--- src/rtl/button_debouncer_pkg.sv ---
// Shared types and sizing helpers for button_debouncer.
package button_debouncer_pkg;

  typedef enum logic {
    STABLE  = 1'b0,
    PENDING = 1'b1
  } state_t;

  // Bits needed to hold values 0..n-1; never less than one bit.
  function automatic int unsigned cnt_width(input int unsigned n);
    return (n <= 2) ? 1 : $clog2(n);
  endfunction

endpackage

--- src/rtl/sync_2ff.sv ---
// Two-flop synchroniser for an asynchronous single-bit input, with a configurable reset level.
module sync_2ff #(
  parameter logic RESET_VAL = 1'b0
) (
  input  logic clk,
  input  logic rst,
  input  logic d,
  output logic q
);

  logic s1;
  logic s2;

  // Only s1 samples the asynchronous pin; s2 is the first safe copy.
  always_ff @(posedge clk) begin
    if (rst) begin
      s1 <= RESET_VAL;
      s2 <= RESET_VAL;
    end else begin
      s1 <= d;
      s2 <= s1;
    end
  end

  assign q = s2;

endmodule

--- src/rtl/button_debouncer.sv ---
// Pushbutton conditioner: 2-FF sync, consecutive-sample debounce, rise/fall pulses.
// Optional long-press pulse enabled by defining BUTTON_DEBOUNCER_LONGPRESS_EN.
module button_debouncer
  import button_debouncer_pkg::*;
#(
  parameter int unsigned DEBOUNCE_CYCLES = 1_000_000,
  parameter bit          ACTIVE_LOW      = 1'b0,
  parameter int unsigned LONG_CYCLES     = 50_000_000
) (
  input  logic clk,
  input  logic rst,
  input  logic btn_raw,
  output logic btn_level,
  output logic btn_rise,
  output logic btn_fall,
  output logic btn_long
);

  localparam int unsigned      CNT_W    = cnt_width(DEBOUNCE_CYCLES);
  localparam logic [CNT_W-1:0] CNT_LAST = CNT_W'(DEBOUNCE_CYCLES - 1);

  logic             s2;
  logic             s;
  state_t           state, state_next;
  logic [CNT_W-1:0] count, count_next;
  logic             level_next, rise_next, fall_next;

  sync_2ff #(.RESET_VAL(ACTIVE_LOW)) u_sync (
    .clk (clk),
    .rst (rst),
    .d   (btn_raw),
    .q   (s2)
  );

  assign s = s2 ^ ACTIVE_LOW;

  always_ff @(posedge clk) begin
    if (rst) begin
      state     <= STABLE;
      count     <= '0;
      btn_level <= 1'b0;
      btn_rise  <= 1'b0;
      btn_fall  <= 1'b0;
    end else begin
      state     <= state_next;
      count     <= count_next;
      btn_level <= level_next;
      btn_rise  <= rise_next;
      btn_fall  <= fall_next;
    end
  end

  // Compare precedes increment, so the counter tops out at CNT_LAST and never wraps.
  always_comb begin
    state_next = state;
    count_next = count;
    level_next = btn_level;
    rise_next  = 1'b0;
    fall_next  = 1'b0;
    case (state)
      STABLE: begin
        if (s != btn_level) begin
          count_next = CNT_W'(1);
          state_next = PENDING;
        end else begin
          count_next = '0;
        end
      end
      PENDING: begin
        if (s == btn_level) begin
          count_next = '0;
          state_next = STABLE;
        end else if (count == CNT_LAST) begin
          level_next = s;
          count_next = '0;
          state_next = STABLE;
          rise_next  = s;
          fall_next  = ~s;
        end else begin
          count_next = count + CNT_W'(1);
        end
      end
      default: begin
        count_next = '0;
        state_next = STABLE;
      end
    endcase
  end

`ifdef BUTTON_DEBOUNCER_LONGPRESS_EN
  localparam int unsigned       HOLD_W    = cnt_width(LONG_CYCLES + 1);
  localparam logic [HOLD_W-1:0] HOLD_MAX  = HOLD_W'(LONG_CYCLES);
  localparam logic [HOLD_W-1:0] HOLD_FIRE = HOLD_W'(LONG_CYCLES - 1);

  logic [HOLD_W-1:0] hold;

  // Pulse on the HOLD_FIRE -> HOLD_MAX step; saturation prevents a repeat.
  always_ff @(posedge clk) begin
    if (rst) begin
      hold     <= '0;
      btn_long <= 1'b0;
    end else begin
      btn_long <= btn_level && (hold == HOLD_FIRE);
      if (!btn_level) begin
        hold <= '0;
      end else if (hold != HOLD_MAX) begin
        hold <= hold + HOLD_W'(1);
      end
    end
  end
`else
  assign btn_long = 1'b0;
`endif

endmodule

--- config.mk ---
export PLATFORM = sky130hd
export DESIGN_NAME = button_debouncer
export DESIGN_NICKNAME = d
export VERILOG_FILES = /design/src/rtl/button_debouncer_pkg.sv /design/src/rtl/sync_2ff.sv /design/src/rtl/button_debouncer.sv
export SDC_FILE = /design/constraint.sdc
export NUM_CORES = 1
export LEC_CHECK = 0
export BUFFER_PORTS_ARGS = -buffer_cell sky130_fd_sc_hd__clkbuf_2
export CAP_MARGIN = 20
export CORE_UTILIZATION = 50
export CTS_BUF_LIST = sky130_fd_sc_hd__clkbuf_8
export DETAILED_ROUTE_END_ITERATION = 7
export PLACE_DENSITY = 0.71
export SLEW_MARGIN = 10
export SYNTH_ARGS = -nofsm -noshare
export SYNTH_HDL_FRONTEND = slang
export SYNTH_SLANG_ARGS = --single-unit
--- constraint.sdc ---
create_clock -name clk -period 2 [get_ports clk]
set_clock_uncertainty 0.1 [all_clocks]
set_input_delay 0.2 -clock clk [delete_from_list [all_inputs] [get_ports clk]]
set_output_delay 0.2 -clock clk [all_outputs]
set_load 0.005 [all_outputs]
==> impl_metrics.xml, run 1 <==
<?xml version="1.0" encoding="UTF-8"?>
<metrics>
  <group name="yosys">
    <metric name="synth.largest_area_cell" unit="">sky130_fd_sc_hd__dfxtp_1</metric>
    <metric name="synth_most_common_cell" unit="">sky130_fd_sc_hd__dfxtp_1</metric>
    <metric name="muxShareOfSynthArea" unit="%">0.882</metric>
    <metric name="syn_avg_cell_area" unit="um^2">9.01</metric>
    <metric name="synth-compound-area-share" unit="%">6.95</metric>
    <metric name="yosys.area_share.simple" unit="%">30.5</metric>
    <metric name="syn-num-nets" unit="">130</metric>
    <metric name="synth_common_cells" unit="">26 x sky130_fd_sc_hd__dfxtp_1, 18 x sky130_fd_sc_hd__nor2_1, 11 x sky130_fd_sc_hd__xnor2_1, 8 x sky130_fd_sc_hd__nand2_1, 6 x sky130_fd_sc_hd__inv_1</metric>
    <metric name="synthesis.yosys.warnings" unit="">0</metric>
    <metric name="gate_count_after_technology_mapping" unit="">126</metric>
    <metric name="ys_types" unit="">30</metric>
    <metric name="synth-edff-count" unit="">0</metric>
    <metric name="synth-seq-cells" unit="">26</metric>
    <metric name="synth_area" unit="mm^2">0.00113</metric>
    <metric name="synth-adder-area-share" unit="%">1.10</metric>
    <metric name="synthTopCellsByArea" unit="">sky130_fd_sc_hd__dfxtp_1 46%, sky130_fd_sc_hd__xnor2_1 8.5%, sky130_fd_sc_hd__nor2_1 6.0%</metric>
    <metric name="most_instantiated_flip_flop_cell_in_the_synthesis_netlist" unit="">sky130_fd_sc_hd__dfxtp_1</metric>
    <metric name="seq_area_frac_synth" unit="%">45.9</metric>
    <metric name="yosys.area_share.xor_xnor" unit="%">10.8</metric>
    <metric name="synth_top_area_share" unit="%">45.9</metric>
    <metric name="synth_top_family_by_area" unit="">simple AND/OR/NAND/NOR gates</metric>
    <metric name="ys_async_sr_fraction" unit="%">0</metric>
  </group>
  <group name="worst_setup_path">
    <metric name="critical_path_rt" unit="ns">2.06</metric>
    <metric name="crit_fanout" unit="">5</metric>
    <metric name="worst_r2r_endpoint" unit="">count[0]$_SDFF_PP0_</metric>
    <metric name="worst_setup_path_start_kind" unit="">flop</metric>
    <metric name="worst_r2r_startpoint" unit="">count[1]$_SDFF_PP0_</metric>
    <metric name="reg2reg_depth" unit="">5</metric>
    <metric name="cp_data_arrival_time" unit="ns">1.99</metric>
    <metric name="r2r_slack" unit="ns">0.07</metric>
    <metric name="criticalPathCategory" unit="">reg2reg</metric>
    <metric name="critPathCaptureType" unit="">flop</metric>
  </group>
  <group name="global_routing">
    <metric name="first_global_vias" unit="">793</metric>
    <metric name="pin_count_of_the_biggest_net_entering_global_routing" unit="">16</metric>
    <metric name="grt_first_pass_wirelength" unit="um">3310</metric>
    <metric name="antenna_found_initial" unit="">0</metric>
    <metric name="grt_usage" unit="%">17.8</metric>
    <metric name="overflow" unit="">0</metric>
  </group>
  <group name="floorplan">
    <metric name="die_h" unit="um">49.6</metric>
    <metric name="core" unit="mm^2">0.00204</metric>
    <metric name="fp.dieW" unit="um">49.6</metric>
    <metric name="design.die.area" unit="mm^2">0.00246</metric>
    <metric name="initial_utilization" unit="%">55.6</metric>
    <metric name="rows" unit="">16</metric>
    <metric name="io-pin-count" unit="">7</metric>
  </group>
  <group name="layout">
    <metric name="final_layout_size_suffix_gt1_share" unit="%">16.2</metric>
    <metric name="layout-area-overhead-vs-synth" unit="%">12.7</metric>
    <metric name="antenna_cells" unit="">0</metric>
    <metric name="layout.nets" unit="">142</metric>
  </group>
  <group name="clock_tree">
    <metric name="clkSinkCount" unit="">26</metric>
    <metric name="cts_made_buffers" unit="">3</metric>
    <metric name="htreeDepth" unit="">1</metric>
    <metric name="cts_root_buffer" unit="">sky130_fd_sc_hd__clkbuf_8</metric>
    <metric name="cts_tree" unit="">built</metric>
    <metric name="insertion_delay" unit="ns">0.26</metric>
    <metric name="cts.reportedPaths.clkPinSlew" unit="ns">0.08</metric>
    <metric name="cts-hold-fix-buffers" unit="">0</metric>
    <metric name="max-clock-path-buffers" unit="">2</metric>
  </group>
  <group name="timing">
    <metric name="grt_setup_unrepaired" unit="">false</metric>
    <metric name="timing.final.hold_violations" unit="">0</metric>
    <metric name="setup_viol" unit="">0</metric>
    <metric name="layout_worst_path_cycle_share" unit="%">96.7</metric>
    <metric name="final.hold.worst_slack" unit="ns">0.0422</metric>
    <metric name="setup-tns-final" unit="ns">0</metric>
    <metric name="maxClockFrequency" unit="MHz">517</metric>
    <metric name="slew_viol_final" unit="">0</metric>
    <metric name="finalCriticalPeriod" unit="ns">1.93</metric>
  </group>
  <group name="outcome">
    <metric name="run_status" unit="">complete, no violations</metric>
  </group>
  <group name="drt">
    <metric name="drt_drc_violations_left" unit="">0</metric>
    <metric name="routed-via-count" unit="">875</metric>
    <metric name="drt_first_pass_iters" unit="">6</metric>
    <metric name="viasPerCell" unit="">5.37</metric>
    <metric name="ant_nets" unit="">0</metric>
    <metric name="route.final.wire_length" unit="um">2040</metric>
    <metric name="avgRoutedWirePerCell" unit="um">12.5</metric>
    <metric name="first_iter_violations" unit="">10</metric>
  </group>
  <group name="placement">
    <metric name="dp_hpwl" unit="um">1450</metric>
    <metric name="gp_routability_congestion" unit="">0.779</metric>
    <metric name="io_buffers" unit="">5</metric>
  </group>
  <group name="power_and_ir_drop">
    <metric name="power.ir.vdd_worst" unit="V">0.000470</metric>
    <metric name="power_density" unit="mW/mm^2">638</metric>
    <metric name="p_leak" unit="nW">0.391</metric>
  </group>
  <group name="min_path">
    <metric name="min_path_type" unit="">in2reg</metric>
    <metric name="min_delay_worst_endpoint" unit="">u_sync.s1$_SDFF_PP0_</metric>
    <metric name="worst_hold_startpoint" unit="">btn_raw</metric>
    <metric name="hold_path_depth" unit="">2</metric>
  </group>
  <group name="run">
    <metric name="cap_viol_max_count" unit="">0</metric>
  </group>
</metrics>
[critical path: stages (launching register included)]
cell                      delay (ns)
sky130_fd_sc_hd__dfxtp_1        0.38
sky130_fd_sc_hd__ha_2           0.21
sky130_fd_sc_hd__and2_1         0.18
sky130_fd_sc_hd__nand4_1        0.17
sky130_fd_sc_hd__or4_4          0.60
sky130_fd_sc_hd__and3_1         0.19
[where the power goes]
group | switching (mW) | total [mW] | internal [mW]
combinational | 0.00487 | 0.00963 | 0.00476
sequential | 0.00202 | 0.522 | 0.520
clock | 0.150 | 0.284 | 0.135
[flip-flops by register name (all words and copies together) (netlist names)]
| name | cells |
|---|---|
| btn_fall | 1 |
| state | 1 |
| btn_level | 1 |
| count | 20 |
| btn_rise | 1 |
| u_sync.s1 | 1 |
| u_sync.q | 1 |
[worst max-delay path by stage]
| stage | from | endpoint | slack (ns) |
|---|---|---|---|
| after CTS | count[0]$_SDFF_PP0_ | count[0]$_SDFF_PP0_ | 0.02 |
| final | count[1]$_SDFF_PP0_ | count[0]$_SDFF_PP0_ | 0.07 |
| after floorplan | count[0]$_SDFF_PP0_ | count[10]$_SDFF_PP0_ | 0.18 |
| after detailed placement | count[0]$_SDFF_PP0_ | count[0]$_SDFF_PP0_ | 0.05 |
| after global placement | count[0]$_SDFF_PP0_ | count[0]$_SDFF_PP0_ | 0.13 |
| after global routing | count[1]$_SDFF_PP0_ | count[0]$_SDFF_PP0_ | 0.002 |
[per-layer routing]
| layer | up-vias | global-route usage, % | share of wire (%) |
|---|---|---|---|
| li1 | 448 | - | - |
| met4 | 0 | 9.52 | 1.8 |
| met1 | 416 | 20.2 | 47 |
| met5 | - | 0 | 0 |
| met2 | 7 | 30.9 | 49 |
| met3 | 4 | 4.01 | 1.8 |
[final cells by class]
| class | instances | area (um^2) |
|---|---|---|
| flip-flops and latches | 26 | 523 |
| inverters | 6 | 22.5 |
| fillers | 184 | 763 |
| well taps | 27 | 33.8 |
| clock buffers | 3 | 41.3 |
| repair buffers | 10 | 75.1 |
| multi-input cells | 91 | 583 |
[through the flow]
step | util [%] | power (mW) | std cells | cell area (um^2) | worst slack (ns)
finish | 62.6 | 0.816 | 163 | 1280 | 0.0669
global route | 62.6 | 0.844 | 163 | 1280 | 0.00207
CTS | 62.1 | 0.824 | 163 | 1270 | 0.0204
detailed placement | 60.0 | 0.544 | 160 | 1230 | 0.0499
global placement | 60.0 | 0.543 | 160 | 1230 | 0.128
floorplan | - | 0.541 | 126 | 1130 | 0.178
[timing repair]
item | 4_1_cts | 5_1_grt
gates resized for setup | 0 | 4
setup buffers | 0 | 0
setup endpoints to repair | 0 | 19
[logic make-up (layout without fill, tap and decap cells)]
| kind of cell | count (synthesis) | count (layout) |
|---|---|---|
| AND/OR/NAND/NOR | 64 | 64 |
| flip-flops | 26 | 26 |
| XOR/XNOR | 14 | 14 |
| AO/OA/AOI/OAI | 10 | 10 |
| buffers and inverters | 9 | 19 |
| adder cells (fa/ha/maj) | 1 | 1 |
| other | 1 | 1 |
| multiplexers | 1 | 1 |
[cells in the final DEF (no fill, tap or decap), types with 3 or more instances in the layout]
cell type / synthesis / layout
sky130_fd_sc_hd__nor4_1: 5 / 4
sky130_fd_sc_hd__nor2_1: 18 / 18
sky130_fd_sc_hd__buf_4: 1 / 4
sky130_fd_sc_hd__nand2_1: 8 / 8
sky130_fd_sc_hd__xor2_1: 3 / 3
sky130_fd_sc_hd__nand2b_1: 4 / 4
sky130_fd_sc_hd__dfxtp_1: 26 / 24
sky130_fd_sc_hd__xnor2_1: 11 / 11
sky130_fd_sc_hd__clkbuf_2: 0 / 5
sky130_fd_sc_hd__nand3_1: 5 / 5
sky130_fd_sc_hd__or4_1: 3 / 3
sky130_fd_sc_hd__clkbuf_8: 0 / 3
sky130_fd_sc_hd__a21oi_1: 5 / 5
sky130_fd_sc_hd__o31ai_1: 3 / 3
sky130_fd_sc_hd__inv_1: 6 / 6
sky130_fd_sc_hd__nor3_1: 5 / 5
Note: power is estimated with default switching activity, not from simulation.
==> run 2, diff against run 1 <==
Settings changed: CORE_UTILIZATION 50 to 49, PLACE_DENSITY 0.71 to 0.7, RECOVER_POWER from default to 100.
==> run 2 against run 1 <==
- sequential cell count did not move
- global-route usage rose by 0.96 points
- via count up 0.46%
- worst setup slack better by 0.052 ns
==> impl_metrics.xml, run 2 (synthesis results as in run 1) <==
<?xml version="1.0" encoding="UTF-8"?>
<metrics>
  <group name="power_and_ir_drop">
    <metric name="power_density" unit="mW/mm^2">690</metric>
    <metric name="power.ir.vdd_worst" unit="V">0.000736</metric>
    <metric name="p_leak" unit="nW">0.377</metric>
  </group>
  <group name="layout">
    <metric name="largest_register_ffs" unit="">20</metric>
    <metric name="mostFrequentLayoutCells" unit="">26 x sky130_fd_sc_hd__dfxtp_1, 18 x sky130_fd_sc_hd__nor2_1, 11 x sky130_fd_sc_hd__xnor2_1</metric>
    <metric name="final_layout_size_suffix_gt1_share" unit="%">11.8</metric>
    <metric name="layout.cells.most_common" unit="">sky130_fd_sc_hd__dfxtp_1</metric>
    <metric name="layout.nets" unit="">141</metric>
    <metric name="fillCellCount" unit="">203</metric>
    <metric name="antenna_cells" unit="">0</metric>
    <metric name="layout.cells.non_filler" unit="">164</metric>
    <metric name="layout-area-overhead-vs-synth" unit="%">10.6</metric>
    <metric name="max_flop_register" unit="">count</metric>
  </group>
  <group name="floorplan">
    <metric name="initial_utilization" unit="%">51.8</metric>
    <metric name="io-pin-count" unit="">7</metric>
    <metric name="rows" unit="">17</metric>
    <metric name="die_h" unit="um">50.1</metric>
    <metric name="fp.dieW" unit="um">50.1</metric>
    <metric name="design.die.area" unit="mm^2">0.00251</metric>
    <metric name="core" unit="mm^2">0.00219</metric>
  </group>
  <group name="timing">
    <metric name="setup_viol" unit="">0</metric>
    <metric name="slew_viol_final" unit="">0</metric>
    <metric name="final.hold.worst_slack" unit="ns">0.0448</metric>
    <metric name="finalCriticalPeriod" unit="ns">1.88</metric>
    <metric name="setup-tns-final" unit="ns">0</metric>
    <metric name="maxClockFrequency" unit="MHz">532</metric>
    <metric name="timing.final.hold_violations" unit="">0</metric>
    <metric name="grt_setup_unrepaired" unit="">false</metric>
    <metric name="layout_worst_path_cycle_share" unit="%">94.1</metric>
  </group>
  <group name="run">
    <metric name="cap_viol_max_count" unit="">0</metric>
  </group>
  <group name="worst_setup_path">
    <metric name="crit_fanout" unit="">5</metric>
    <metric name="criticalPathCategory" unit="">reg2reg</metric>
    <metric name="critical_path_rt" unit="ns">2.07</metric>
    <metric name="worst_setup_path_start_kind" unit="">flop</metric>
    <metric name="critPathCaptureType" unit="">flop</metric>
    <metric name="cp_data_arrival_time" unit="ns">1.95</metric>
  </group>
  <group name="drt">
    <metric name="ant_nets" unit="">0</metric>
    <metric name="viasPerCell" unit="">5.36</metric>
    <metric name="route.final.wire_length" unit="um">2010</metric>
    <metric name="drt_drc_violations_left" unit="">0</metric>
    <metric name="first_iter_violations" unit="">17</metric>
    <metric name="routed-via-count" unit="">879</metric>
    <metric name="avgRoutedWirePerCell" unit="um">12.2</metric>
    <metric name="drt_first_pass_iters" unit="">4</metric>
  </group>
  <group name="clock_tree">
    <metric name="max-clock-path-buffers" unit="">2</metric>
    <metric name="insertion_delay" unit="ns">0.27</metric>
    <metric name="htreeDepth" unit="">1</metric>
    <metric name="cts_made_buffers" unit="">3</metric>
    <metric name="clkSinkCount" unit="">26</metric>
    <metric name="post-cts-setup-buffer-count" unit="">0</metric>
    <metric name="cts-hold-fix-buffers" unit="">0</metric>
    <metric name="cts_tree" unit="">built</metric>
    <metric name="cts_root_buffer" unit="">sky130_fd_sc_hd__clkbuf_8</metric>
    <metric name="cts.reportedPaths.clkPinSlew" unit="ns">0.08</metric>
  </group>
  <group name="placement">
    <metric name="gp_routability_congestion" unit="">0.832</metric>
    <metric name="io_buffers" unit="">5</metric>
    <metric name="dp_hpwl" unit="um">1440</metric>
    <metric name="dp_cells" unit="">160</metric>
  </group>
  <group name="global_routing">
    <metric name="pin_count_of_the_biggest_net_entering_global_routing" unit="">20</metric>
    <metric name="grt_first_pass_wirelength" unit="um">3530</metric>
    <metric name="overflow" unit="">0</metric>
    <metric name="grt_usage" unit="%">18.8</metric>
    <metric name="first_global_vias" unit="">809</metric>
    <metric name="antenna_found_initial" unit="">0</metric>
  </group>
  <group name="outcome">
    <metric name="run_status" unit="">complete, no violations</metric>
  </group>
  <group name="min_path">
    <metric name="min_path_type" unit="">in2reg</metric>
  </group>
</metrics>
==> run 2: final cells by class <==
| class | count | area [um^2] | area share (%) |
|---|---|---|---|
| multi-input cells | 91 | 568 | 45.3 |
| clock buffers | 4 | 55.1 | 4.39 |
| repair buffers | 9 | 53.8 | 4.29 |
| inverters | 6 | 22.5 | 1.79 |
| well taps | 28 | 35.0 | 2.79 |
| flip-flops and latches | 26 | 520 | 41.5 |
==> run 2: final timing paths <==
path	start	endpoint	slack, ns	depth (start not counted)
worst min-delay path	btn_raw	u_sync.s1$_SDFF_PP0_	0.04	2
worst max register to register	count[1]$_SDFF_PP0_	count[0]$_SDFF_PP0_	0.12	5
worst min register to register	u_sync.s1$_SDFF_PP0_	u_sync.q$_SDFF_PP0_	0.36	1
worst max-delay path	count[1]$_SDFF_PP0_	count[0]$_SDFF_PP0_	0.12	5
==> run 2: worst max-delay path, stage by stage (launching register included) <==
cell and delay, ns:
sky130_fd_sc_hd__dfxtp_1 0.36, sky130_fd_sc_hd__ha_1 0.21, sky130_fd_sc_hd__and2_1 0.18, sky130_fd_sc_hd__nand4_1 0.15
sky130_fd_sc_hd__or4_4 0.59, sky130_fd_sc_hd__and3_1 0.19
==> run 2: what timing repair did <==
item,CTS,global route
endpoints found under the hold margin,0,0
gates resized for setup,0,2
endpoints found under the setup margin,0,3
==> run 2: metal layers <==
metal  track usage, %  share of wire, %
met1             23.0                47
met2             30.4                47
met3             6.48               4.5
met4             6.19               1.3
met5                0                 0
==> run 2: power breakdown <==
part,internal [mW],switching [mW],total (mW)
combinational,0.00493,0.00510,0.0100
clock,0.176,0.158,0.334
sequential,0.520,0.00194,0.522
total,0.701,0.165,0.866
==> run 2: stage by stage <==
| step | power [mW] | util (%) | worst slack (ns) | area (um^2) |
|---|---|---|---|---|
| 2_1_floorplan | 0.541 | - | 0.178 | 1130 |
| 3_3_place_gp | 0.544 | 55.1 | 0.175 | 1210 |
| 3_5_place_dp | 0.544 | 55.1 | 0.0989 | 1210 |
| 4_1_cts | 0.878 | 57.6 | 0.0751 | 1260 |
| 5_1_grt | 0.898 | 57.3 | 0.00681 | 1250 |
| 6_report | 0.866 | 57.3 | 0.119 | 1250 |
